### src/rtl/uart_cmd_ctrl_if.sv
// rtl/uart_cmd_ctrl_if.sv - UART byte stream, response and register-file bus bundle
interface uart_cmd_ctrl_if;
  logic       rx_valid;
  logic [7:0] rx_data;
  logic       tx_busy;
  logic       tx_start;
  logic [7:0] tx_data;
  logic       reg_wr_en;
  logic [3:0] reg_addr;
  logic [7:0] reg_wr_data;
  logic [7:0] reg_rd_data;
  logic       cmd_err;
  logic       rx_drop;

  // Controller side: consumes bytes, drives responses and register accesses
  modport master (
    input  rx_valid, rx_data, tx_busy, reg_rd_data,
    output tx_start, tx_data, reg_wr_en, reg_addr, reg_wr_data, cmd_err, rx_drop
  );

  // Environment side: UART receiver/transmitter and register file
  modport slave (
    output rx_valid, rx_data, tx_busy, reg_rd_data,
    input  tx_start, tx_data, reg_wr_en, reg_addr, reg_wr_data, cmd_err, rx_drop
  );
endinterface

### src/rtl/uart_cmd_ctrl.sv
// rtl/uart_cmd_ctrl.sv - UART command parser driving a 16-entry register file
module uart_cmd_ctrl #(
  parameter int TIMEOUT_CYCLES = 100000
) (
  input  logic          clk,
  input  logic          rst,
  uart_cmd_ctrl_if.master bus
);

  localparam logic [7:0] OP_WRITE = 8'h57;
  localparam logic [7:0] OP_READ  = 8'h52;
  localparam logic [7:0] RSP_ERR  = 8'h45;
  localparam logic [7:0] RSP_OK   = 8'h4B;
  localparam int         CW       = $clog2(TIMEOUT_CYCLES + 1);
  localparam logic [CW-1:0] TO_LAST = CW'(TIMEOUT_CYCLES - 1);

  typedef enum logic [2:0] {
    IDLE, GET_ADDR, GET_DATA, DO_READ, DO_WRITE, SEND, TX_HOLD
  } state_t;

  state_t        state, state_n;
  logic [CW-1:0] to_cnt, to_cnt_n;
  logic          op_write, op_write_n;
  logic [7:0]    tx_data_q, tx_data_n;
  logic [3:0]    addr_q, addr_n;
  logic [7:0]    wdata_q, wdata_n;
  logic          tx_start_c, reg_wr_en_c, cmd_err_c, rx_drop_c;

  // State and datapath registers; reset abandons any partial frame
  always_ff @(posedge clk) begin
    if (rst) begin
      state     <= IDLE;
      to_cnt    <= '0;
      op_write  <= 1'b0;
      tx_data_q <= 8'h00;
      addr_q    <= 4'h0;
      wdata_q   <= 8'h00;
    end else begin
      state     <= state_n;
      to_cnt    <= to_cnt_n;
      op_write  <= op_write_n;
      tx_data_q <= tx_data_n;
      addr_q    <= addr_n;
      wdata_q   <= wdata_n;
    end
  end

  // Frame parsing, inter-byte timeout and the one-cycle strobes
  always_comb begin
    state_n     = state;
    to_cnt_n    = to_cnt;
    op_write_n  = op_write;
    tx_data_n   = tx_data_q;
    addr_n      = addr_q;
    wdata_n     = wdata_q;
    tx_start_c  = 1'b0;
    reg_wr_en_c = 1'b0;
    cmd_err_c   = 1'b0;
    rx_drop_c   = 1'b0;

    case (state)
      IDLE: begin
        if (bus.rx_valid) begin
          if (bus.rx_data == OP_WRITE || bus.rx_data == OP_READ) begin
            op_write_n = (bus.rx_data == OP_WRITE);
            to_cnt_n   = '0;
            state_n    = GET_ADDR;
          end else begin
            tx_data_n = RSP_ERR;
            cmd_err_c = 1'b1;
            state_n   = SEND;
          end
        end
      end

      GET_ADDR: begin
        if (bus.rx_valid) begin
          to_cnt_n = '0;
          if (bus.rx_data[7:4] != 4'h0) begin
            tx_data_n = RSP_ERR;
            cmd_err_c = 1'b1;
            state_n   = SEND;
          end else begin
            addr_n  = bus.rx_data[3:0];
            state_n = op_write ? GET_DATA : DO_READ;
          end
        end else if (to_cnt == TO_LAST) begin
          to_cnt_n  = '0;
          cmd_err_c = 1'b1;
          state_n   = IDLE;
        end else begin
          to_cnt_n = to_cnt + 1'b1;
        end
      end

      GET_DATA: begin
        if (bus.rx_valid) begin
          to_cnt_n = '0;
          wdata_n  = bus.rx_data;
          state_n  = DO_WRITE;
        end else if (to_cnt == TO_LAST) begin
          to_cnt_n  = '0;
          cmd_err_c = 1'b1;
          state_n   = IDLE;
        end else begin
          to_cnt_n = to_cnt + 1'b1;
        end
      end

      DO_READ: begin
        rx_drop_c = bus.rx_valid;
        tx_data_n = bus.reg_rd_data;
        state_n   = SEND;
      end

      DO_WRITE: begin
        rx_drop_c   = bus.rx_valid;
        reg_wr_en_c = 1'b1;
        tx_data_n   = RSP_OK;
        state_n     = SEND;
      end

      SEND: begin
        rx_drop_c = bus.rx_valid;
        if (!bus.tx_busy) begin
          tx_start_c = 1'b1;
          state_n    = TX_HOLD;
        end
      end

      TX_HOLD: begin
        rx_drop_c = bus.rx_valid;
        state_n   = IDLE;
      end

      default: state_n = IDLE;
    endcase

    // Strobes are decoded from the current state, so mask them while reset is held
    if (rst) begin
      tx_start_c  = 1'b0;
      reg_wr_en_c = 1'b0;
      cmd_err_c   = 1'b0;
      rx_drop_c   = 1'b0;
    end
  end

  assign bus.tx_start    = tx_start_c;
  assign bus.tx_data     = tx_data_q;
  assign bus.reg_wr_en   = reg_wr_en_c;
  assign bus.reg_addr    = addr_q;
  assign bus.reg_wr_data = wdata_q;
  assign bus.cmd_err     = cmd_err_c;
  assign bus.rx_drop     = rx_drop_c;

endmodule

### src/flat_wrapper.sv
// flat-port wrapper written by rule: the top's interface ports become plain ports
module uart_cmd_ctrl_flat 
#(
  parameter int TIMEOUT_CYCLES = 100000
)
  (clk, rst, bus_rx_valid, bus_rx_data, bus_tx_busy, bus_reg_rd_data, bus_tx_start, bus_tx_data, bus_reg_wr_en, bus_reg_addr, bus_reg_wr_data, bus_cmd_err, bus_rx_drop);
  uart_cmd_ctrl_if bus_i ();
  input  logic clk;
  input  logic rst;
  input wire logic [$bits(bus_i.rx_valid)-1:0] bus_rx_valid;
  input wire logic [$bits(bus_i.rx_data)-1:0] bus_rx_data;
  input wire logic [$bits(bus_i.tx_busy)-1:0] bus_tx_busy;
  input wire logic [$bits(bus_i.reg_rd_data)-1:0] bus_reg_rd_data;
  output wire logic [$bits(bus_i.tx_start)-1:0] bus_tx_start;
  output wire logic [$bits(bus_i.tx_data)-1:0] bus_tx_data;
  output wire logic [$bits(bus_i.reg_wr_en)-1:0] bus_reg_wr_en;
  output wire logic [$bits(bus_i.reg_addr)-1:0] bus_reg_addr;
  output wire logic [$bits(bus_i.reg_wr_data)-1:0] bus_reg_wr_data;
  output wire logic [$bits(bus_i.cmd_err)-1:0] bus_cmd_err;
  output wire logic [$bits(bus_i.rx_drop)-1:0] bus_rx_drop;
  assign bus_i.rx_valid = bus_rx_valid;
  assign bus_i.rx_data = bus_rx_data;
  assign bus_i.tx_busy = bus_tx_busy;
  assign bus_i.reg_rd_data = bus_reg_rd_data;
  assign bus_tx_start = bus_i.tx_start;
  assign bus_tx_data = bus_i.tx_data;
  assign bus_reg_wr_en = bus_i.reg_wr_en;
  assign bus_reg_addr = bus_i.reg_addr;
  assign bus_reg_wr_data = bus_i.reg_wr_data;
  assign bus_cmd_err = bus_i.cmd_err;
  assign bus_rx_drop = bus_i.rx_drop;
  uart_cmd_ctrl #(.TIMEOUT_CYCLES(TIMEOUT_CYCLES)) u_core (.clk(clk), .rst(rst), .bus(bus_i));
endmodule
### config.mk
export PLATFORM = sky130hd
export DESIGN_NAME = uart_cmd_ctrl_flat
export DESIGN_NICKNAME = d
export VERILOG_FILES = /design/src/rtl/uart_cmd_ctrl_if.sv /design/src/rtl/uart_cmd_ctrl.sv /design/src/flat_wrapper.sv
export SDC_FILE = /design/constraint.sdc
export NUM_CORES = 1
export LEC_CHECK = 0
export ABC_AREA = 1
export ABC_CLOCK_PERIOD_IN_PS = 1900
export CELL_PAD_IN_SITES_DETAIL_PLACEMENT = 0
export CELL_PAD_IN_SITES_GLOBAL_PLACEMENT = 1
export CORE_MARGIN = 1
export CORE_UTILIZATION = 36
export CTS_CLUSTER_DIAMETER = 120
export DETAILED_ROUTE_END_ITERATION = 8
export PLACE_DENSITY_LB_ADDON = 0.1
export RECOVER_POWER = 100
export SKIP_CTS_REPAIR_TIMING = 1
export SLEW_MARGIN = 40
export SYNTH_ARGS = -nofsm -noshare
export SYNTH_HDL_FRONTEND = slang
export SYNTH_SLANG_ARGS = --single-unit
### constraint.sdc
create_clock -name clk -period 1.9 [get_ports clk]
set_input_delay 0.38 -clock clk [delete_from_list [all_inputs] [get_ports clk]]
set_output_delay 0.38 -clock clk [all_outputs]
set_load 0.03 [all_outputs]
Word level (Yosys, flattened, before mapping). Index checks and enable logic that the tools add are counted. W data, S select, Z words.

Bits in registers: 41. Input bits: 20. Output and inout port bits: 24. Word-level logic and storage cells: 71.

Add/subtract/negate cells: 1. Equality and inequality tests: 15. Mux-type cells: 34. Bitwise gates (word level): 1. Reductions and logical operators: 14.

Operator list (count): $mux W17 (4); $pmux W17 S2 (1); $mux W8 (4); $pmux W8 S4 (1); $mux W3 (7); $add A17 B1 Y17 const B (1); $eq A17 B17 Y1 const B (1); $eq A8 B7 Y1 const B (2); $mux W1 (15); $pmux W3 S5 (1); $eq A3 B3 Y1 const B (3); $reduce_and A3 Y1 (3); $ne A2 B2 Y1 const B (4); $reduce_bool A4 Y1 (2); $eq A3 B2 Y1 const B (2); $reduce_and A5 Y1 (1); $ne A2 B1 Y1 const B (2); $reduce_and A2 Y1 (2); $reduce_or A2 Y1 (2); $reduce_or A4 Y1 (1); $eq A3 B1 Y1 const B (1); $logic_not A3 Y1 (1); $pmux W1 S3 (1); $reduce_bool A2 Y1 (1); 2 further kinds (2).

Longest topological paths before layout. Gate-level depths: netlist of run 1.

Depth in word-level cells: 6. Gate-level depth with buffers: 11. Depth with buffers taken out: 11.

Worst setup path after synthesis of run 1. OpenSTA, ideal clock, no wires.

Kind: input to output. From: input port bus_rx_valid. To: output port bus_rx_drop. Arrival time: 1.846 ns. Required time: 1.520 ns. Path slack: -0.326 ns. Stages on the path: 4. Buffers on the path: 2. Cells stage by stage: buf_2 > inv_1 > clkbuf_1 > nor4_1.

Longest elaborated chain between the ends: 2.

RTL lines: from (decl) (RTL line flat_wrapper.sv:10) `input wire logic [$bits(bus_i.rx_valid)-1:0] bus_rx_valid;`; $mux W1 (RTL line uart_cmd_ctrl.sv:61) `case (state)`; $mux W1 (RTL line uart_cmd_ctrl.sv:140) `if (rst) begin`; to (decl) (RTL line flat_wrapper.sv:20) `output wire logic [$bits(bus_i.rx_drop)-1:0] bus_rx_drop;`.

Every way passes these cells.

Worst setup path in the final report of run 1.
From: register u_core.to_cnt[1]. To: output port bus_cmd_err.

Longest elaborated chain between the ends: 5. Elaborated cells between the ends (all ways): 6. Classes of those cells: eq/ne: 1; mux: 5.

RTL lines: from (decl) (RTL line uart_cmd_ctrl.sv:22) `logic [CW-1:0] to_cnt, to_cnt_n;`; from (signal assigned) (RTL line uart_cmd_ctrl.sv:40) `to_cnt <= to_cnt_n;`; $eq A17 B17 Y1 * (RTL line uart_cmd_ctrl.sv:87, uart_cmd_ctrl.sv:101); $mux W1 * (RTL line uart_cmd_ctrl.sv:87, uart_cmd_ctrl.sv:101); $mux W1, on equally long branches (RTL line uart_cmd_ctrl.sv:97, uart_cmd_ctrl.sv:77); $pmux W1 S3 * (RTL line uart_cmd_ctrl.sv:61); $mux W1 * (RTL line uart_cmd_ctrl.sv:140); to (decl) (RTL line flat_wrapper.sv:19) `output wire logic [$bits(bus_i.cmd_err)-1:0] bus_cmd_err;`.

Every way passes the cells marked *; elsewhere a longest branch is shown, timed or not.

==> metrics.md, run 1 <==
| Metric | Value |
|---|---|
| Layout area overhead | `42.5%` |
| Clk sinks | `41` |
| N_diodes | `0` |
| Initial antenna violation count | `0` |
| Most frequent cells in the layout | `nand2_1, nor2_1, clkdlybuf4s50_1, buf_4, inv_1` |
| Largest cells by area after synthesis | `dfxtp_1, nand2_1, nand3_1` |
| Worst setup margin | `-15.3 ps` |
| Share of layout cells above drive strength 1 | `26.6%` |
| Mux contribution to synthesized area | `0%` |
| Clock Skew | `5.24 ps` |
| Chip Width | `81.7 um` |
| Period minus WS final | `1920 ps` |
| Number of flops mapped to enable cells by yosys | `0` |
| Total number of vias | `2351` |
| Period utilisation layout | `101%` |
| GP Congestion | `0.823` |
| Setup TNS | `-15.3 ps` |
| Clock slew at reported path FFs | `80 ps` |
| Max Clock Freq | `0.522 GHz` |
| CTS tree | `yes` |
| First-pass GRT wire length | `9.76 mm` |
| Critical Path Start Type | `register` |
| Required time worst endpoint | `1520 ps` |
| Rel. slew slack | `69.7%` |
| Setup crit end kind | `output port` |
| Layout net count | `438` |
| Die area | `6680 um^2` |
| Syn Inst Count | `343` |
| Total gr overflow | `0` |
| DRC | `0` |
| Top FF cell, synth | `dfxtp_1` |
| Post-Synth Adder-Cell Area | `0.547%` |
| Detailed Route Iter0 Violations | `80` |
| Initial Util | `38.0%` |
| CTS max path bufs | `2` |
| Synthesized area | `2290 um^2` |
| Vias/cell | `4.77` |
| Xor/xnor share of the synthesized area | `0%` |
| Final hold slack | `414 ps` |
| Main combinational cell family by area after synthesis | `simple AND/OR/NAND/NOR gates` |
| Final hold violations | `0` |
| Top-Level Pins | `44` |
| Register area share after synthesis | `35.9%` |
| Synth cell types | `37` |
| Total track usage | `19.2%` |
| Synth async-reset ratio | `0%` |
| Insertion delay to the later sink of the worst-skew pair | `300 ps` |
| Routed WL | `6.00 mm` |
| Height of the die | `81.7 um` |
| Clk root buf | `clkbuf_8` |
| Type of the most critical hold path | `primary input to register` |
| Drt wl/cell | `12.2 um` |
| Final setup vio count | `1` |
| Fin area | `3260 um^2` |
| Placed wire-length estimate | `4.53 mm` |
| Post-Synth Simple-Gate Area | `42.1%` |
| Dominant cell type by area after synthesis | `dfxtp_1` |
| H-tree levels | `2` |
| Max VDD drop | `557 uV` |
| Synth warn | `0` |
| Post-synthesis compound-gate area fraction | `12.0%` |
| Number of global-route vias before repair | `2212` |
| RSZ-0062 raised after global routing | `true` |
| Leakage | `1.34 nW` |
| Seq cells post-synth | `41` |
| Final Max Slew Viols | `0` |
| Max cap viols | `0` |
| Worst slew pin tran | `450 ps` |
| Failing checks | `negative setup slack` |
| ANT nets after route | `0` |
| Port Buffer Count | `43` |
| Top cell type's share of synthesized area | `35.9%` |
| Synthesized area per cell | `6.67 um^2` |
| Status | `finished with violations` |
| Largest net degree at the start of global routing | `18` |
| Critical path arrival | `1540 ps` |
| Most common cell after layout, fill and taps aside | `nand2_1` |
| R2r setup slk | `150 ps` |
| DR pass1 iterations | `4` |
| Crit-path max FO | `3` |
| Net Count, Synth | `364` |
| Crit path kind | `register to output port` |
| Core area | `6030 um^2` |
| Row count | `28` |
| Clock buffer count from CTS | `5` |
| Dpl cell area | `3020 um^2` |
| PD cells | `949 nW/um^2` |
-- cell families (layout without fill, tap and decap cells) --
| group | count (synthesis) | after routing |
|---|---|---|
| simple gates | 200 | 200 |
| compound gates | 48 | 48 |
| flops | 41 | 41 |
| buf+inv | 53 | 128 |
| fa+ha+maj | 1 | 1 |
-- path summary, 6_finish.rpt --
check | start | cells past startpoint | to
worst max-delay path | u_core.to_cnt[1]$_SDFFE_PP0P_ | 8 | bus_cmd_err
worst min-delay path | bus_rx_data[2] | 3 | u_core.bus.reg_wr_data[2]$_SDFFE_PP0P_
worst max register to register | u_core.state[1]$_SDFFE_PP0P_ | 9 | u_core.to_cnt[5]$_SDFFE_PP0P_
worst min register to register | u_core.bus.tx_data[2]$_SDFFE_PP0P_ | 2 | u_core.bus.tx_data[2]$_SDFFE_PP0P_
-- per-layer routing --
layer | up-vias | track usage [%] | wire [um]
met5 | - | 0 | 0
met4 | 0 | 6.32 | 56
met3 | 7 | 3.56 | 192
met2 | 36 | 34.6 | 2980
met1 | 1037 | 22.7 | 2770
li1 | 1271 | - | -
-- cell type report --
| class | count | area [um^2] |
|---|---|---|
| fillers | 604 | 2770 |
| clock buffers | 8 | 80.1 |
| inverters | 44 | 170 |
| multi-input cells | 249 | 1380 |
| flip-flops and latches | 41 | 841 |
| repair buffers | 76 | 699 |
| well taps | 75 | 93.8 |
-- report_power, final --
group	total, mW	switching, mW	internal (mW)
Clock	0.562	0.301	0.261
Sequential	1.02	0.0780	0.946
Combinational	1.51	0.920	0.587
-- cell usage after synthesis, types with 4 or more instances --
library cell and n:
inv_2 7, nand2_2 6, clkbuf_1 5, nor2_2 8, inv_1 36, o21ai_0 9, a21oi_1 28, nand4_1 17
nor3_1 4, nor2_1 35, nand2_1 85, nand3_1 29, dfxtp_1 41
-- per-stage QoR --
step           util (%)  power [mW]  setup slack, ps  instances
4_1_cts            51.5        3.09             -266        492
6_report           54.1        3.09            -15.3        493
3_5_place_dp       50.2        2.51             -126        484
5_1_grt            54.1        3.31             -102        493
3_3_place_gp       50.2        2.51            -98.7        484
2_1_floorplan         -        1.96            -5.73        343
-- registers in the layout (all words and copies together), names as in the netlist --
signal,flops
u_core.state,3
u_core.bus.tx_data,8
u_core.op_write,1
u_core.bus.reg_wr_data,8
u_core.bus.reg_addr,4
u_core.to_cnt,17
-- worst max-delay path: stages, from the launching register on --
cell	delay, ps
dfxtp_4	370
ha_4	150
nand3_4	90
inv_4	90
nand3_4	70
nand2_2	80
nand3_4	70
a31oi_4	160
buf_6	150
Power figures use the tool's default switching activity.
==> run 2: changes to the inputs <==
SKIP_LAST_GASP = 1   (was default)
==> metrics.md, run 2 (synthesis gave the netlist of run 1 again) <==
| Metric | Value |
|---|---|
| CTS tree | `yes (unchanged)` |
| Type of the most critical hold path | `primary input to register (unchanged)` |
| Hold depth | `3 (unchanged)` |
| Die area | `6680 um^2 (unchanged)` |
| Top-Level Pins | `44 (unchanged)` |
| Crit Reg-Reg Startpoint | `u_core.state[1]$_SDFFE_PP0P_ (unchanged)` |
| Clk root buf | `clkbuf_8 (unchanged)` |
| Non-Filler Instances | `493 (unchanged)` |
| R2r setup slk | `150 ps (about the same)` |
| Max reg flops | `17 (unchanged)` |
| Insertion delay to the later sink of the worst-skew pair | `300 ps (about the same)` |
| Placed Cells | `484 (unchanged)` |
| Layout area overhead | `42.4% (was 42.5%)` |
| GP Congestion | `0.823 (unchanged)` |
| Port Buffer Count | `43 (unchanged)` |
| Critical path arrival | `1540 ps (about the same)` |
| Vias/cell | `4.77 (unchanged)` |
| Rel. slew slack | `69.7% (unchanged)` |
| Layout net count | `438 (unchanged)` |
| N_diodes | `0 (unchanged)` |
| Total track usage | `19.2% (unchanged)` |
| Required time worst endpoint | `1520 ps (about the same)` |
| Min-Delay Endpoint | `u_core.bus.reg_wr_data[2]$_SDFFE_PP0P_ (unchanged)` |
| Most common cell after layout, fill and taps aside | `nand2_1 (unchanged)` |
| Setup crit end kind | `output port (unchanged)` |
| Initial antenna violation count | `0 (unchanged)` |
| RR Endpoint | `u_core.to_cnt[5]$_SDFFE_PP0P_ (unchanged)` |
| Clock slew at reported path FFs | `80 ps (about the same)` |
| Worst slew pin tran | `450 ps (unchanged)` |
| Final hold slack | `414 ps (unchanged)` |
| Routed WL | `6.00 mm (unchanged)` |
| Final Max Slew Viols | `0 (unchanged)` |
| Core area | `6030 um^2 (unchanged)` |
| Clock Skew | `5.24 ps (unchanged)` |
| Critical Path Start Type | `register (unchanged)` |
| Worst setup margin | `-15.3 ps (unchanged)` |
| Clock buffer count from CTS | `5 (unchanged)` |
| Min-delay src | `bus_rx_data[2] (unchanged)` |
| Reg with most FFs | `u_core.to_cnt (unchanged)` |
| Final hold violations | `0 (unchanged)` |
| Max VDD drop | `557 uV (about the same)` |
| FF-to-FF path depth | `9 (unchanged)` |
| Max Clock Freq | `0.522 GHz (unchanged)` |
| Placed wire-length estimate | `4.53 mm (unchanged)` |
| Number of global-route vias before repair | `2212 (unchanged)` |
| Leakage | `1.33 nW (was 1.34 nW)` |
| DR pass1 iterations | `4 (unchanged)` |
| Period utilisation layout | `101% (unchanged)` |
| Detailed Route Iter0 Violations | `80 (unchanged)` |
| H-tree levels | `2 (unchanged)` |
| Initial Util | `38.0% (unchanged)` |
| Dpl cell area | `3020 um^2 (unchanged)` |
| Share of layout cells above drive strength 1 | `26.1% (was 26.6%)` |
| Max cap viols | `0 (unchanged)` |
| PD cells | `949 nW/um^2 (about the same)` |
| Crit-path max FO | `3 (unchanged)` |
| Clk sinks | `41 (unchanged)` |
| ANT nets after route | `0 (unchanged)` |
| Most frequent cells in the layout | `nand2_1, nor2_1, clkdlybuf4s50_1, buf_4, inv_1 (unchanged)` |
| Largest net degree at the start of global routing | `18 (unchanged)` |
| Crit path kind | `register to output port (unchanged)` |
| Setup TNS | `-15.3 ps (unchanged)` |
| First-pass GRT wire length | `9.76 mm (unchanged)` |
| CTS max path bufs | `2 (unchanged)` |
| Drt wl/cell | `12.2 um (unchanged)` |
| Fin area | `3260 um^2 (about the same)` |
| DRC | `0 (unchanged)` |
| Failing checks | `negative setup slack (unchanged)` |
| Final setup vio count | `1 (unchanged)` |
| RSZ-0062 raised after global routing | `true (unchanged)` |
| Period minus WS final | `1920 ps (unchanged)` |
| Chip Width | `81.7 um (unchanged)` |
| Row count | `28 (unchanged)` |
| Total gr overflow | `0 (unchanged)` |
| Height of the die | `81.7 um (unchanged)` |
| Total number of vias | `2351 (unchanged)` |
| Status | `finished with violations (unchanged)` |
run 2: cell counts in the layout (fill, tap and decap cells not counted):
No cell type changed its count.
run 2: cell type report:
| class | count | area [um^2] |
|---|---|---|
| repair buffers | 76 | 699 |
| inverters | 44 | 170 |
| clock buffers | 8 | 80.1 |
| fillers | 603 | 2770 |
| flip-flops and latches | 41 | 838 |
| well taps | 75 | 93.8 |
| multi-input cells | 249 | 1380 |
run 2: worst max-delay path by stage:
stage | from | end
floorplan | bus_rx_valid | bus_rx_drop
global placement | bus_rx_data[1] | bus_cmd_err
detailed placement | bus_rx_data[1] | bus_cmd_err
CTS | u_core.to_cnt[1]$_SDFFE_PP0P_ | bus_cmd_err
global route | u_core.state[0]$_SDFFE_PP0P_ | bus_cmd_err
finish | u_core.to_cnt[1]$_SDFFE_PP0P_ | bus_cmd_err
run 2: metal layers:
layer / wire [um] / part of all wire (%) / GRT usage, %
met5: 0 / 0 / 0
met4: 56 / 0.93 / 6.32
met3: 192 / 3.2 / 3.56
met2: 2980 / 50 / 34.6
met1: 2770 / 46 / 22.7
run 2: worst max-delay path, stage by stage (launching register included):
cell and delay (ps):
dfxtp_4 370, ha_4 150, nand3_4 90, inv_4 90, nand3_4 70, nand2_2 80
nand3_4 70, a31oi_4 160, buf_6 150
run 2: through the flow:
stage	setup WS, ps	total power [mW]	util (%)
CTS	-266	3.09	51.5
finish	-15.3	3.09	54.1
detailed placement	-126	2.51	50.2
floorplan	-5.73	1.96	-
global placement	-98.7	2.51	50.2
global route	-102	3.31	54.1
run 2: report_power, final:
| part | total [mW] | leakage, nW | switching, mW | internal [mW] |
|---|---|---|---|---|
| registers | 1.02 | 0.338 | 0.0780 | 0.946 |
| clock network | 0.562 | 0.0395 | 0.301 | 0.261 |
| logic | 1.51 | 0.957 | 0.920 | 0.587 |
| total | 3.09 | 1.33 | 1.30 | 1.79 |
